==> config.mk <==
export PLATFORM = sky130hd
export DESIGN_NAME = rv_fp_decode
export DESIGN_NICKNAME = d
export VERILOG_FILES = /design/src/rtl/rv_fp_decode.sv
export SDC_FILE = /design/constraint.sdc
export NUM_CORES = 1
export LEC_CHECK = 0
export CAP_MARGIN = 20
export CORE_UTILIZATION = 63
export DETAILED_ROUTE_END_ITERATION = 8
export DONT_BUFFER_PORTS = 1
export GPL_ROUTABILITY_DRIVEN = 1
export PLACE_DENSITY = 0.85
export RECOVER_POWER = 25
export SYNTH_ARGS = -nofsm -noshare
export SYNTH_HDL_FRONTEND = slang
export SYNTH_SLANG_ARGS = --single-unit
==> constraint.sdc <==
create_clock -name i_clk -period 6.4 [get_ports i_clk]
set_input_delay 1.28 -clock i_clk [delete_from_list [all_inputs] [get_ports i_clk]]
set_output_delay 1.28 -clock i_clk [all_outputs]
set_load 0.05 [all_outputs]
==> src/rtl/rv_fp_decode.sv <==
// rv_fp_decode
//   Pipelined decode stage for the RISC-V F (and, with FLEN=64, D) extension.
//   A raw 32-bit instruction accepted on the input stream is decoded combinationally.
//   The result is registered into a primary output register backed by one skid
//   register. o_in_ready is driven only from the skid-valid flop.
//
// Parameters
//   FLEN           32 = F only, 64 = F+D; any other value stops elaboration
//
// Ports
//   i_clk, i_rst   clock, asynchronous active-high reset
//   i_in_valid / o_in_ready / i_in_inst / i_in_pc / i_frm   input beat, fcsr.frm
//   o_out_valid / i_out_ready                               output handshake
//   o_out_op, o_out_fmt, o_out_rm                           op code, format, rounding mode
//   o_out_rd, o_out_rs1, o_out_rs2, o_out_rs3               raw register specifiers
//   o_out_imm                                               load/store offset
//   o_out_rs1_int, o_out_rd_int                             integer RF routing
//   o_out_illegal, o_out_pc                                 illegal flag, carried PC
//
// Build option
//   RV_FP_DECODE_DYN_RM_EN   resolve DYN rounding against i_frm and flag
//                            reserved rounding modes as illegal
module rv_fp_decode #(
    parameter int FLEN = 32
) (
    input  logic        i_clk,
    input  logic        i_rst,
    input  logic        i_in_valid,
    output logic        o_in_ready,
    input  logic [31:0] i_in_inst,
    input  logic [31:0] i_in_pc,
    input  logic [2:0]  i_frm,
    output logic        o_out_valid,
    input  logic        i_out_ready,
    output logic [4:0]  o_out_op,
    output logic        o_out_fmt,
    output logic [2:0]  o_out_rm,
    output logic [4:0]  o_out_rd,
    output logic [4:0]  o_out_rs1,
    output logic [4:0]  o_out_rs2,
    output logic [4:0]  o_out_rs3,
    output logic [11:0] o_out_imm,
    output logic        o_out_rs1_int,
    output logic        o_out_rd_int,
    output logic        o_out_illegal,
    output logic [31:0] o_out_pc
);
    localparam bit D_EN = (FLEN == 64);

    generate
        if (FLEN != 32 && FLEN != 64) begin : g_bad_flen
            $error("rv_fp_decode: FLEN must be 32 or 64");
        end
    endgenerate

    localparam logic [6:0] OPC_LOAD  = 7'b0000111;
    localparam logic [6:0] OPC_STORE = 7'b0100111;
    localparam logic [6:0] OPC_MADD  = 7'b1000011;
    localparam logic [6:0] OPC_MSUB  = 7'b1000111;
    localparam logic [6:0] OPC_NMSUB = 7'b1001011;
    localparam logic [6:0] OPC_NMADD = 7'b1001111;
    localparam logic [6:0] OPC_OPFP  = 7'b1010011;

    typedef enum logic [4:0] {
        OP_FLOAD   = 5'd0,  OP_FSTORE  = 5'd1,  OP_FMADD   = 5'd2,  OP_FMSUB   = 5'd3,
        OP_FNMSUB  = 5'd4,  OP_FNMADD  = 5'd5,  OP_FADD    = 5'd6,  OP_FSUB    = 5'd7,
        OP_FMUL    = 5'd8,  OP_FDIV    = 5'd9,  OP_FSQRT   = 5'd10, OP_FSGNJ   = 5'd11,
        OP_FSGNJN  = 5'd12, OP_FSGNJX  = 5'd13, OP_FMIN    = 5'd14, OP_FMAX    = 5'd15,
        OP_FCVT_W  = 5'd16, OP_FCVT_WU = 5'd17, OP_FCVT_FW = 5'd18, OP_FCVT_FWU = 5'd19,
        OP_FCVT_FF = 5'd20, OP_FMV_X   = 5'd21, OP_FCLASS  = 5'd22, OP_FMV_F   = 5'd23,
        OP_FEQ     = 5'd24, OP_FLT     = 5'd25, OP_FLE     = 5'd26, OP_ILLEGAL = 5'd31
    } op_e;

    typedef struct packed {
        op_e         op;
        logic        fmt;
        logic [2:0]  rm;
        logic [4:0]  rd;
        logic [4:0]  rs1;
        logic [4:0]  rs2;
        logic [4:0]  rs3;
        logic [11:0] imm;
        logic        rs1_int;
        logic        rd_int;
        logic        illegal;
        logic [31:0] pc;
    } uop_t;

    logic [6:0]  w_opc;
    logic [2:0]  w_f3;
    logic [4:0]  w_f5;
    logic [1:0]  w_fmt2;
    logic [4:0]  w_rs2;
    logic        w_fmt_ok;
    op_e         w_op;
    logic        w_fmt;
    logic        w_has_rm;
    logic        w_rs1_int;
    logic        w_rd_int;
    logic [11:0] w_imm;
    logic [2:0]  w_rm;
    logic        w_rm_bad;
    logic        w_illegal;
    uop_t        w_beat;

    assign w_opc    = i_in_inst[6:0];
    assign w_f3     = i_in_inst[14:12];
    assign w_f5     = i_in_inst[31:27];
    assign w_fmt2   = i_in_inst[26:25];
    assign w_rs2    = i_in_inst[24:20];
    assign w_fmt_ok = (w_fmt2 == 2'b00) || ((w_fmt2 == 2'b01) && D_EN);

    always_comb begin
        w_op      = OP_ILLEGAL;
        w_fmt     = 1'b0;
        w_has_rm  = 1'b0;
        w_rs1_int = 1'b0;
        w_rd_int  = 1'b0;
        w_imm     = '0;
        case (w_opc)
            OPC_LOAD, OPC_STORE: begin
                if (w_f3 == 3'b010 || (w_f3 == 3'b011 && D_EN)) begin
                    w_op      = (w_opc == OPC_LOAD) ? OP_FLOAD : OP_FSTORE;
                    w_fmt     = w_f3[0];
                    w_rs1_int = 1'b1;
                    w_imm     = (w_opc == OPC_LOAD) ? i_in_inst[31:20]
                                                    : {i_in_inst[31:25], i_in_inst[11:7]};
                end
            end
            OPC_MADD, OPC_MSUB, OPC_NMSUB, OPC_NMADD: begin
                if (w_fmt_ok) begin
                    w_fmt    = w_fmt2[0];
                    w_has_rm = 1'b1;
                    case (w_opc)
                        OPC_MADD:  w_op = OP_FMADD;
                        OPC_MSUB:  w_op = OP_FMSUB;
                        OPC_NMSUB: w_op = OP_FNMSUB;
                        default:   w_op = OP_FNMADD;
                    endcase
                end
            end
            OPC_OPFP: begin
                if (w_fmt_ok) begin
                    w_fmt = w_fmt2[0];
                    case (w_f5)
                        5'b00000: begin w_op = OP_FADD; w_has_rm = 1'b1; end
                        5'b00001: begin w_op = OP_FSUB; w_has_rm = 1'b1; end
                        5'b00010: begin w_op = OP_FMUL; w_has_rm = 1'b1; end
                        5'b00011: begin w_op = OP_FDIV; w_has_rm = 1'b1; end
                        5'b01011: if (w_rs2 == 5'd0) begin w_op = OP_FSQRT; w_has_rm = 1'b1; end
                        5'b00100: case (w_f3)
                            3'b000:  w_op = OP_FSGNJ;
                            3'b001:  w_op = OP_FSGNJN;
                            3'b010:  w_op = OP_FSGNJX;
                            default: w_op = OP_ILLEGAL;
                        endcase
                        5'b00101: case (w_f3)
                            3'b000:  w_op = OP_FMIN;
                            3'b001:  w_op = OP_FMAX;
                            default: w_op = OP_ILLEGAL;
                        endcase
                        5'b11000: if (w_rs2[4:1] == 4'd0) begin
                            w_op     = w_rs2[0] ? OP_FCVT_WU : OP_FCVT_W;
                            w_rd_int = 1'b1;
                            w_has_rm = 1'b1;
                        end
                        5'b11010: if (w_rs2[4:1] == 4'd0) begin
                            w_op      = w_rs2[0] ? OP_FCVT_FWU : OP_FCVT_FW;
                            w_rs1_int = 1'b1;
                            w_has_rm  = 1'b1;
                        end
                        // rs2 names the source format, which must be the other one
                        5'b01000: if (D_EN && ((w_fmt2 == 2'b00 && w_rs2 == 5'd1) ||
                                               (w_fmt2 == 2'b01 && w_rs2 == 5'd0))) begin
                            w_op     = OP_FCVT_FF;
                            w_has_rm = 1'b1;
                        end
                        5'b11100: begin
                            if (w_f3 == 3'b000 && w_fmt2 == 2'b00) begin
                                w_op = OP_FMV_X;  w_rd_int = 1'b1;
                            end else if (w_f3 == 3'b001) begin
                                w_op = OP_FCLASS; w_rd_int = 1'b1;
                            end
                        end
                        5'b10100: begin
                            w_rd_int = 1'b1;
                            case (w_f3)
                                3'b000:  w_op = OP_FLE;
                                3'b001:  w_op = OP_FLT;
                                3'b010:  w_op = OP_FEQ;
                                default: w_op = OP_ILLEGAL;
                            endcase
                        end
                        5'b11110: if (w_f3 == 3'b000 && w_fmt2 == 2'b00) begin
                            w_op = OP_FMV_F; w_rs1_int = 1'b1;
                        end
                        default: w_op = OP_ILLEGAL;
                    endcase
                end
            end
            default: w_op = OP_ILLEGAL;
        endcase
    end

`ifdef RV_FP_DECODE_DYN_RM_EN
    logic [2:0] w_rm_res;
    assign w_rm_res = (w_f3 == 3'b111) ? i_frm : w_f3;
    assign w_rm     = w_has_rm ? w_rm_res : 3'b000;
    // Covers the reserved 101/110 encodings and a reserved/DYN value in frm.
    assign w_rm_bad = w_has_rm && (w_rm_res >= 3'd5);
`else
    logic w_unused_rm;
    assign w_unused_rm = ^{i_frm, w_has_rm};
    assign w_rm        = w_f3;
    assign w_rm_bad    = 1'b0;
`endif

    assign w_illegal = (w_op == OP_ILLEGAL) || w_rm_bad;

    always_comb begin
        w_beat         = '0;
        w_beat.op      = w_illegal ? OP_ILLEGAL : w_op;
        w_beat.fmt     = w_illegal ? 1'b0 : w_fmt;
        w_beat.rm      = w_rm;
        w_beat.rd      = i_in_inst[11:7];
        w_beat.rs1     = i_in_inst[19:15];
        w_beat.rs2     = i_in_inst[24:20];
        w_beat.rs3     = i_in_inst[31:27];
        w_beat.imm     = w_illegal ? 12'd0 : w_imm;
        w_beat.rs1_int = !w_illegal && w_rs1_int;
        w_beat.rd_int  = !w_illegal && w_rd_int;
        w_beat.illegal = w_illegal;
        w_beat.pc      = i_in_pc;
    end

    uop_t r_out;
    uop_t r_skid;
    logic r_out_valid;
    logic r_skid_valid;
    logic w_acc_in;
    logic w_out_free;

    assign o_in_ready = !r_skid_valid;
    assign w_acc_in   = i_in_valid && !r_skid_valid;
    assign w_out_free = !r_out_valid || i_out_ready;

    always_ff @(posedge i_clk or posedge i_rst) begin
        if (i_rst) begin
            r_out        <= '0;
            r_skid       <= '0;
            r_out_valid  <= 1'b0;
            r_skid_valid <= 1'b0;
        end else if (w_out_free) begin
            if (r_skid_valid) begin
                // Older skid beat goes out first; any new beat backfills the skid.
                r_out        <= r_skid;
                r_out_valid  <= 1'b1;
                r_skid_valid <= w_acc_in;
                if (w_acc_in) r_skid <= w_beat;
            end else begin
                r_out_valid <= w_acc_in;
                if (w_acc_in) r_out <= w_beat;
            end
        end else if (w_acc_in) begin
            r_skid       <= w_beat;
            r_skid_valid <= 1'b1;
        end
    end

    assign o_out_valid   = r_out_valid;
    assign o_out_op      = r_out.op;
    assign o_out_fmt     = r_out.fmt;
    assign o_out_rm      = r_out.rm;
    assign o_out_rd      = r_out.rd;
    assign o_out_rs1     = r_out.rs1;
    assign o_out_rs2     = r_out.rs2;
    assign o_out_rs3     = r_out.rs3;
    assign o_out_imm     = r_out.imm;
    assign o_out_rs1_int = r_out.rs1_int;
    assign o_out_rd_int  = r_out.rd_int;
    assign o_out_illegal = r_out.illegal;
    assign o_out_pc      = r_out.pc;
endmodule

==> out/results.tsv, run 1 <==
metric	value	unit
outcome	complete, no violations	
layout-drive-gt1-share	8.115	%
min_from	r_skid[55]$_DFFE_PP0P_	
cp_cell_sequence	inv_1, nand3b_1, buf_4, o31ai_1	
maxCapViolations	0	
cp_data_required_time	6.72	ns
slew_headroom	30.96	%
grt_start_max_net_pins	114	
grt_overflow	0	
numCtsBuffers	17	
final_cell_area	7845	um^2
power_per_cell_area	373.4	nW/um^2
fin_skew	0.005699	ns
core-area	10980	um^2
yosysWarnings	0	
p_switching	0.0009597	W
start_kind	flop	
synth-edff-count	0	
setup_viol	0	
hold_buffers	0	
synth_flop_cell	dfrtp_1	
reg2reg_slack	2.90	ns
r2r-start	r_skid_valid$_DFFE_PP0P_	
syn-num-nets	853	
grt.total_usage	28.39	%
path_clk_slew	0.06	ns
pwr-share-comb	9.9	%
critPathBufInv	2	
post_cts_buffers	0	
drcViolationCount	0	
wl	16110	um
p_int	0.001970	W
tns	0	ns
htreeDepth	4	
worstSetupEndpointType	flop	
ys_seq_area_share	53.48	%
peakVddDrop	323.1	uV
grt_pass1_wl	25700	um
async_flop_share	100.0	%
hpwlAfterDp	10780	um
die_h	108.9	um
crit_start	r_skid_valid$_DFFE_PP0P_	
post_drt_wl_per_cell	17.83	um
postPlaceCellArea	7173	um^2
cp_top_family	buffers and inverters	
crit_slowest_cell	nand3b_1	
hold_viol	0	
final_cell_mix	287 x nand2_1, 153 x dfrtp_1, 86 x o21ai_0	
detail-route-antenna-nets	0	
use_met3	8.966	%
portBuffers	0	
whs	0.4711	ns
criticalPathCategory	flop to flop	
final_nets	822	
gp_congestion	0.8853	
synth_cells	782	
drt-initial-drc-count	354	
tightest_slew	1.032	ns
use_met1	36.43	%
cts_tree	built	
via_per_inst	6.022	
clock_sinks	154	
initial_core_util	65.61	%
syn2layout_area_growth	8.873	%
fin_util	71.43	%
gr-usage-met2	45.37	%
ioPinCount	149	
layout_commonest_cell	nand2_1	
antenna_found_initial	0	
cp_slowest_stage_delay	0.95	ns
cts-resized-gates	0	
syn_area	7206	um^2
arrival	3.81	ns
fmax	286.1	MHz
first_global_vias	5311	
clkPwrFrac	38.5	%
period_share	54.62	%
die-area	11870	um^2
first_pass_iters	6	
top_usage_layer	met2	
ys_types	59	
p_leak	3.690	nW
finalMaxSlewViolations	0	
cts_max_path_buffers	2	
crit_path_max_fanout	62	
hold_class	flop to flop	
rsz0062_at_grt	no	
synth_area_per_cell	9.214	um^2
die_w	108.9	um
routed-via-count	5444	
total_power	0.002929	W
cts-root-buf	clkbuf_16	
seqPwrFrac	51.6	%
diodes	0	
ys_seq_elements	154	
num_rows	38	
fin_crit	3.496	ns
p_sw_share	32.76	%
clock_latency	0.42	ns
-- sequential cells by signal, summed over array words and instances, names as in the netlist, 3 cells and up --
register   flops
o_out_rs3      5
r_skid        76
o_out_op       5
o_out_imm     12
o_out_pc      32
o_out_rm       3
o_out_rs1      5
o_out_rd       5
o_out_rs2      5
-- cell families after synthesis --
family | count (synthesis) | share of synthesized area [%]
compound gates | 140 | 11.60
xor+xnor | 1 | 0.1216
buf+inv | 61 | 4.393
flops | 154 | 53.48
mux | 69 | 9.585
simple gates | 357 | 20.82
-- stage by stage --
step,std cells,setup slack [ns]
global route,904,2.670
global placement,871,2.906
floorplan,782,0.9702
finish,904,2.904
CTS,904,2.932
detailed placement,872,2.867
-- worst reg2reg max path: cells and delay by family, from the launching register on --
kind	cells	cell delay (ns)
AOI/OAI and AO/OA	1	0.33
buffers and inverters	2	1.45
DFF	1	0.67
and+or+nand+nor	1	0.96
-- worst paths after layout --
check                                          end  cells past startpoint
hold reg to reg             r_skid[55]$_DFFE_PP0P_                      2
min in group asynchronous   r_skid[60]$_DFFE_PP0P_                      1
hold / removal              r_skid[55]$_DFFE_PP0P_                      2
setup reg to reg            r_skid[33]$_DFFE_PP0P_                      4
setup / recovery            r_skid[33]$_DFFE_PP0P_                      4
max in group asynchronous  o_out_pc[0]$_DFFE_PP0P_                      2
-- Yosys cell counts, drive strengths merged (4+ instances only) --
cell    instances  area, um^2
nor3            4       25.02
nand3           6       30.03
o21ai          95       479.2
nand2         287        1077
nor2           29       125.1
inv             5       18.77
nor3b           4       30.03
mux2i          69       690.7
o211ai          4       40.03
clkbuf         48       220.2
a31oi           5       46.29
dfrtp         154        3854
buf             8       77.57
a21oi          15       75.07
-- per-layer routing --
layer | part of all wire, % | routed length (um)
met1 | 42 | 6744
met2 | 48 | 7783
met5 | 0 | 0
met4 | 1.6 | 253
met3 | 8.3 | 1333
-- power groups by stage --
stage | sequential [W] | clock [W] | combinational, W
global placement | 0.00152 | 0 | 0.000266
detailed placement | 0.00153 | 0 | 0.000290
floorplan | 0.00149 | 0 | 0.000253
CTS | 0.00151 | 0.00114 | 0.000293
finish | 0.00151 | 0.00113 | 0.000289
global route | 0.00153 | 0.00118 | 0.000332
-- layout make-up --
type	count	area, um^2
fill	792	3138
sequential	154	3857
tap	140	175.2
inverter	5	23.77
clock buffer	18	429.2
clock inverter	14	242.7
multi-input combinational	567	3052
timing repair buffer	6	65.06
(Power assumes the default switching activity.)
==> inputs of run 2 (changes only) <==
Settings changed: CORE_UTILIZATION 63 to 57, PLACE_DENSITY 0.85 to 0.81.
Clock period 6.4 ns to 3.2 ns, I/O delays scaled along.
==> run 2 against run 1 <==
- the run now ends with max-capacitance violations, max-slew violations left
- global-route usage down 1.8 points
- fmax up 47%
- die area up 10%
- clock-buffer cell count up 7
- critical path type unchanged
- largest power group unchanged
==> out/results.tsv, run 2 (synthesized netlist as in run 1, its figures left out) <==
metric	value	unit	change
drcViolationCount	0		unchanged
peakVddDrop	455.1	uV	+41%
outcome	complete, but fails checks		
grt_overflow	0		unchanged
tns	0	ns	unchanged
wl_met1	6859	um	+1.7%
crit_path_max_fanout	56		-9.7%
fin_skew	0.004977	ns	-0.0007215 ns
finalMaxSlewViolations	117		+117
grt_start_max_net_pins	81		-29%
endpoint	r_skid[33]$_DFFE_PP0P_		
total_power	0.005587	W	+91%
slew_headroom	-26.93	%	-58 points
largest_register_ffs	76		unchanged
rsz0062_at_grt	no		
hold_class	primary input to asynchronous set/reset pin		
cts_tree	built		
violations	max-capacitance violations, max-slew violations		
core-area	12160	um^2	+11%
post_drt_wl_per_cell	17.28	um	-3.1%
initial_core_util	59.25	%	-6.4 points
arrival	2.70	ns	-1.11 ns
die_w	114.4	um	+5.0%
reg2reg_slack	0.82	ns	-2.08 ns
dr_wl_met2	7651	um	-1.7%
hold_viol	0		unchanged
hpwlAfterDp	11250	um	+4.4%
cts-root-buf	clkbuf_16		
post_cts_buffers	0		unchanged
dr_wl_met3	1375	um	+3.2%
die_h	114.4	um	+5.0%
layout_commonest_cell	nand2_1		
antenna_found_initial	0		unchanged
final_cell_mix	287 x nand2_1, 153 x dfrtp_1, 86 x o21ai_0		
final_cell_area	7855	um^2	+0.13%
grt.total_usage	26.55	%	-1.8 points
criticalPathCategory	flop to flop		
routed-via-count	5266		-3.3%
syn2layout_area_growth	9.012	%	
clock_latency	0.42	ns	about the same
rr_endpoint	r_skid[33]$_DFFE_PP0P_		
setup_viol	0		unchanged
ioPinCount	149		unchanged
gp_congestion	0.9169		+3.6%
start_kind	flop		
power_per_cell_area	711.2	nW/um^2	+90%
p_leak	3.689	nW	about the same
diodes	0		unchanged
wl	16190	um	+0.48%
fin_crit	2.378	ns	-1.118 ns
crit_start	o_out_valid$_DFFE_PP0N_		
r2r-start	o_out_valid$_DFFE_PP0N_		
die-area	13100	um^2	+10%
first_global_vias	5270		-0.77%
first_pass_iters	5		-1
postPlaceCellArea	7274	um^2	+1.4%
num_rows	40		+5.3%
worstSetupEndpointType	flop		
tightest_slew	1.904	ns	+0.8715 ns
top_layer_used	met4		
cts-resized-gates	0		unchanged
layout-drive-gt1-share	8.192	%	+0.077 points
grt_pass1_wl	26550	um	+3.3%
fmax	420.6	MHz	+47%
numCtsBuffers	17		unchanged
path_clk_slew	0.06	ns	about the same
clock_sinks	154		unchanged
cts_max_path_buffers	2		unchanged
detail-route-antenna-nets	0		unchanged
regMostFlops	r_skid		
maxCapViolations	2		+2
portBuffers	0		unchanged
cp_data_required_time	3.52	ns	-3.20 ns
final_nets	828		+0.73%
htreeDepth	4		unchanged
hold_buffers	0		unchanged
drt-initial-drc-count	358		+1.1%
ff2ff_path_depth	4		unchanged
via_per_inst	5.620		-6.7%
period_share	74.30	%	+20 points
## run 2: changes by cell type in the layout (fill, tap and decap cells not counted)
cell        before  now
buf_12           0    4
bufinv_16        6    2
clkbuf_1         1    5
clkbuf_8         0    4
clkinv_4         2    0
clkinvlp_4       3    1
inv_6            3    1
buf_16           1    0
buf_4            5    6
clkbuf_2         0    1
clkinv_2         1    2
clkinvlp_2       0    1
## run 2: power breakdown
part	switching (W)	total (W)	internal (W)
Sequential	0.000769	0.00302	0.00225
Combinational	0.000356	0.000589	0.000233
Clock	0.000750	0.00198	0.00123
Total	0.00188	0.00559	0.00371
## run 2: cell type report
| cell class | instances | area, um^2 |
|---|---|---|
| fillers | 996 | 4307 |
| flip-flops and latches | 154 | 3857 |
| multi-input cells | 567 | 3052 |
| clock buffers | 25 | 495.5 |
| well taps | 168 | 210.2 |
| repair buffers | 12 | 133.9 |
| clock inverters | 6 | 86.33 |
| inverters | 5 | 20.02 |
## run 2: through the flow
step | cells | util [%] | worst slack [ns] | hold slack, ns
2_1_floorplan | 782 | - | 0.6151 | 0.4406
3_5_place_dp | 905 | 59.81 | 0.6558 | 0.4619
6_report | 937 | 64.59 | 0.8223 | 0.2893
5_1_grt | 937 | 64.59 | 0.6958 | 0.3116
4_1_cts | 936 | 64.60 | 0.7966 | 0.2378
3_3_place_gp | 905 | 59.81 | 0.6911 | 0.4533
## run 2: critical path, stage by stage, from the launching register on
cell,delay (ns)
dfrtp_1,0.64
nand2b_1,0.38
nand3b_1,0.62
buf_12,0.38
o31ai_1,0.25
## run 2: routing by layer
| metal | GRT usage [%] | vias up |
|---|---|---|
| li1 | - | 2550 |
| met1 | 34.10 | 2518 |
| met2 | 41.66 | 173 |
| met3 | 8.841 | 25 |
| met4 | 10.65 | 0 |
| met5 | 0 | - |
## run 2: worst min-delay path by stage
stage	from	end	slack, ns	cells past startpoint
floorplan	r_skid[33]$_DFFE_PP0P_	r_skid[33]$_DFFE_PP0P_	0.44	2
detailed placement	r_skid[59]$_DFFE_PP0P_	r_skid[59]$_DFFE_PP0P_	0.46	2
global route	i_in_pc[13]	r_skid[13]$_DFFE_PP0P_	0.31	2
CTS	i_rst	o_out_pc[18]$_DFFE_PP0P_	0.24	2
finish	i_rst	r_skid[23]$_DFFE_PP0P_	0.29	2
global placement	r_skid[33]$_DFFE_PP0P_	r_skid[33]$_DFFE_PP0P_	0.45	2
==> RTL edit 1, RTL diff (settings of run 2) <==
Make the reset (`i_rst`) synchronous in one clocked block. Comments in the files are not updated.
--- a/src/rtl/rv_fp_decode.sv
+++ b/src/rtl/rv_fp_decode.sv
@@ -244,7 +244,7 @@
     assign w_acc_in   = i_in_valid && !r_skid_valid;
     assign w_out_free = !r_out_valid || i_out_ready;
 
-    always_ff @(posedge i_clk or posedge i_rst) begin
+    always_ff @(posedge i_clk) begin
         if (i_rst) begin
             r_out        <= '0;
             r_skid       <= '0;
Function: differs if i_rst is asserted again (counterexample within 4 cycles, from zero or initial values and one cycle with i_rst high); with i_rst held inactive, the same outputs for 4 cycles.
==> RTL edit 1 against run 2 <==
Area after synthesis shrank 6.5%. Routed wire length grew 5.3%. Clock skew grew 0.0023 ns. Worst setup slack gained 0.055 ns. Worst hold slack lost 0.0098 ns. Combinational power shrank 48%. Power shrank 17%. Synthesized cell count grew 4.5%. Global-route usage grew 1.7 points. Die area shrank 6.4%. Sequential cell count is the same. First-iteration DRC count grew 37%. Cell area shrank 6.3%. Critical path type is now register to primary output. Highest routed layer unchanged.
==> RTL edit 1: results (changes against run 2) <==
CP startpoint = r_skid_valid
Reg2reg start = o_out_valid
Async SR Flop Fraction = 0% (-100 points)
Initial antenna violation count = 0 (unchanged)
Highest-delay cell along the critical path = dfxtp_4
Post-DP HPWL = 11.4 mm (+1.4%)
Cts repair resizes = 0 (unchanged)
CP peak stage delay = 0.76 ns (+0.12 ns)
First-pass GRT wire length = 27.8 mm (+4.6%)
Drt first pass iters = 5 (unchanged)
Hold Path Origin = i_rst
Area contributors post-synth = dfxtp_1 (46%), mux2i_1 (9.1%), nand2_1 (8.2%)
Syn nets = 888 (+4.1%)
VDD IR max = 0.000561 V (+23%)
Setup bufs post-CTS = 0 (unchanged)
Vias in the first global route = 5516 (+4.7%)
Layout cell share with drive strength beyond 1 = 7.34% (-0.85 points)
Cts bufs inserted = 17 (unchanged)
Root Buffer = clkbuf_16
N_diodes = 0 (unchanged)
Clk slew on worst S/H paths = 0.06 ns (about the same)
WL final = 17.0 mm (+5.3%)
Warnings from Yosys = 0 (unchanged)
Post-route clock skew = 0.00732 ns (+0.00235 ns)
Max FO, Critical Path = 37 (-34%)
Sequential share of the synthesized area = 45.8% (-7.7 points)
Synth cell types = 56 (-5.1%)
Share of the synthesized area in the top cell type = 45.8% (-7.7 points)
Max reg flops = 76 (unchanged)
Worst Hold Class = primary input to register
Worst path arrival time = 1.68 ns (-1.02 ns)
Slew headroom = 53.3% (+80 points)
GPL Wtd Cong = 0.928 (+1.2%)
Post-synth top cells = dfxtp_1 (154), nand2_1 (148), nor2_1 (87)
Clock sink count = 154 (unchanged)
Biggest register = r_skid
Largest net degree at the start of global routing = 154 (+90%)
Layout net count = 848 (+2.4%)
Clock Tree Buf Depth = 2 (unchanged)
Drt via density = 6.22 (+11%)
Outcome = complete, no violations
Total track usage = 28.2% (+1.7 points)
Area post-placement = 6760 sq um (-7.0%)
Count of input and output buffers = 0 (unchanged)
Leakage power total = 2.42 nW (-34%)
H-tree depth = 4 (unchanged)
Drt first-iter violations = 491 (+37%)
Top cell family by delay on the critical path = flip-flops
Skew-Pair Late Insertion Delay = 0.42 ns (about the same)
RTL edit 1: cell types whose count changed after synthesis, sizes merged, moves of 8 or more:
cell	before	now
nand3	6	18
o21ai	95	16
a211oi	2	63
dfrtp	154	0
nor3	4	18
buf	8	16
dfxtp	0	154
a311oi	0	9
mux2i	69	61
clkbuf	48	56
a21oi	15	87
or3	0	8
nor2	29	87
nand2	287	148
RTL edit 1: worst paths after layout:
check | to | slack (ns) | cells past startpoint
worst max-delay path | o_in_ready | 0.88 | 2
worst min-delay path | r_skid[17] | 0.28 | 1
worst min register to register | r_skid[69] | 0.45 | 2
worst max register to register | r_skid[33] | 1.06 | 6
RTL edit 1: cell type report:
class,instances,area [sq um]
Clock buffer,20,457
Clock inverter,12,141
Fill cell,969,4110
Inverter,10,37.5
Multi-Input combinational cell,581,3350
Sequential cell,154,3090
Tap cell,143,179
Timing Repair Buffer,13,114
RTL edit 1: through the flow:
stage	worst slack (ns)	cells	util (%)
floorplan	0.903	817	-
global placement	0.693	900	58.9
detailed placement	0.700	901	59.0
CTS	0.871	933	64.2
global route	0.814	933	64.2
finish	0.877	933	64.2
RTL edit 1: report_power, final:
part / leakage, nW / internal, mW / total (mW) / switching (mW)
clock network: 0.275 / 1.19 / 2.00 / 0.802
logic: 0.882 / 0.126 / 0.308 / 0.182
registers: 1.26 / 2.02 / 2.35 / 0.334
RTL edit 1: cells by family after synthesis:
group	after synthesis	share of synthesized area (%)
buffers and inverters	82	4.72
DFF	154	45.8
AOI/OAI and AO/OA	207	19.8
xor gates and xnor gates	1	0.130
and+or+nand+nor	312	20.5
muxes	61	9.07
RTL edit 1: metal layers:
metal	track usage, %	routed length (um)
met4	11.3	337
met1	34.6	7160
met5	0	0
met3	8.20	1190
met2	46.5	8360
RTL edit 1: worst register-to-register path, stage by stage, from the launching register on:
cell	delay, ns
dfxtp_1	0.66
nand2b_1	0.30
nor3b_2	0.27
buf_4	0.45
nand2_1	0.11
a21o_1	0.18
a21oi_2	0.12
==> RTL edit 2, RTL diff (settings of run 2) <==
Without the edit above. Build with the macro `RV_FP_DECODE_DYN_RM_EN` defined.
--- a/src/rtl/rv_fp_decode.sv
+++ b/src/rtl/rv_fp_decode.sv
@@ -20,6 +20,8 @@
 // Build option
 //   RV_FP_DECODE_DYN_RM_EN   resolve DYN rounding against i_frm and flag
 //                            reserved rounding modes as illegal
+`define RV_FP_DECODE_DYN_RM_EN
+
 module rv_fp_decode #(
     parameter int FLEN = 32
 ) (
Behaviour: not the same (a bounded check fails within 4 cycles, from zero or initial values and one cycle with i_rst high).
==> RTL edit 2 against run 2 <==
First-iteration DRC count increased by 25%. Area after synthesis rose by 2.0%. Non-clock buffer count increased by 1. Routed wire length increased by 6.8%. Sequential share of layout area decreased by 1.0 points. Cell area increased by 2.1%. Highest routed layer unchanged. Count of clock-buffer cells in the layout shrank 3. Sequential cell count unchanged. Worst setup slack better by 0.059 ns. Global-route usage rose by 0.78 points. Power grew 1.4%. Clock power grew 2%. Clock skew is 0.0020 ns higher.
==> RTL edit 2: results (changes against run 2) <==
H-tree depth = 4 (unchanged)
Post-placement setup slack = 0.726 ns (+0.0697 ns)
Synth cell types = 64 (+8.5%)
Post-synthesis mux area share = 7.90% (-1.7 points)
Total track usage = 27.3% (+0.78 points)
Crit path to = r_skid[35]
Worst Hold Class = primary input to register
Leakage power total = 3.60 nW (-2.4%)
P_seq = 3.06 mW (+1%)
Logic inverters = 7 (+2)
Area contributors post-synth = dfrtp_1 (52%), nand2_1 (13%), mux2i_1 (7.9%)
Setup ws final = 0.881 ns (+0.0592 ns)
Layout net count = 844 (+1.9%)
Design area = 8020 sq um (+2.1%)
Warnings from Yosys = 0 (unchanged)
NonClk Buf Share = 1.28% (-0.43 points)
Sw Share = 34.2% (+0.67 points)
Top cell family by delay on the critical path = simple AND/OR/NAND/NOR gates
Inst Count DP = 926 (+2.3%)
Layout cell share with drive strength beyond 1 = 8.14% (-0.050 points)
Drt via density = 5.99 (+6.5%)
WL final = 17.3 mm (+6.8%)
Vias in the first global route = 5546 (+5.2%)
Sequential share of the synthesized area = 52.5% (-1.0 points)
Synth Area in Compound Gates = 14.6% (+3.0 points)
Per-cell routed wire length = 18.1 um (+4.5%)
Drt first-iter violations = 446 (+25%)
Post-synth top cells = nand2_1 (260), dfrtp_1 (154), o21ai_0 (82)
Sequential Power Share = 54.0% (about the same)
Outcome = complete, no violations
Number of signal-net buffers in the layout = 13 (+1)
Clock power share = 35.6% (+0.2 points)
Syn nets = 872 (+2.2%)
Max-cap viol count = 0 (-2)
Post-route clock skew = 0.00699 ns (+0.00202 ns)
Area post-placement = 7450 sq um (+2.4%)
# clk buffers = 22 (-12%)
Seq area share = 48.1% (-1.0 points)
Worst path arrival time = 2.64 ns (-0.06 ns)
Clock-cell share = 7.42% (+0.017 points)
Syn_area_per_cell = 9.17 sq um (-0.46%)
VDD IR max = 0.000406 V (-11%)
Post-DP HPWL = 11.6 mm (+3.0%)
Largest net degree at the start of global routing = 131 (+62%)
Comb_multi_in = 580 (+2.3%)
Max FO, Critical Path = 32 (-43%)
WHS = 0.320 ns (+0.0306 ns)
Slew headroom = 10.4% (+37 points)
Fill cell count = 1016 (+2.0%)
Clk slew on worst S/H paths = 0.06 ns (about the same)
Multi-input combinational area share = 40.2% (+1.3 points)
Async SR Flop Fraction = 100% (unchanged)
Synth Area in XOR/XNOR = 0.238% (+0.12 points)
First-pass GRT wire length = 27.9 mm (+5.0%)
GPL Wtd Cong = 0.882 (-3.9%)
==> RTL edit 2: changes by cell type after synthesis, moves of 7 or more <==
| cell | run 2 | this run |
|---|---|---|
| o21a_1 | 1 | 8 |
| buf_2 | 2 | 11 |
| mux2i_1 | 69 | 58 |
| nor2_1 | 28 | 18 |
| o311ai_0 | 0 | 7 |
| o31ai_1 | 3 | 12 |
| nand2_1 | 287 | 260 |
==> RTL edit 2: metal layers <==
| layer | GRT usage (%) | wire [um] | part of all wire [%] | vias up |
|---|---|---|---|---|
| met2 | 44.3 | 8320 | 48 | 224 |
| met1 | 33.4 | 6960 | 40 | 2793 |
| met4 | 11.0 | 444 | 2.6 | 0 |
| met3 | 9.68 | 1570 | 9.1 | 37 |
| met5 | 0 | 0 | 0 | - |
| li1 | - | - | - | 2681 |
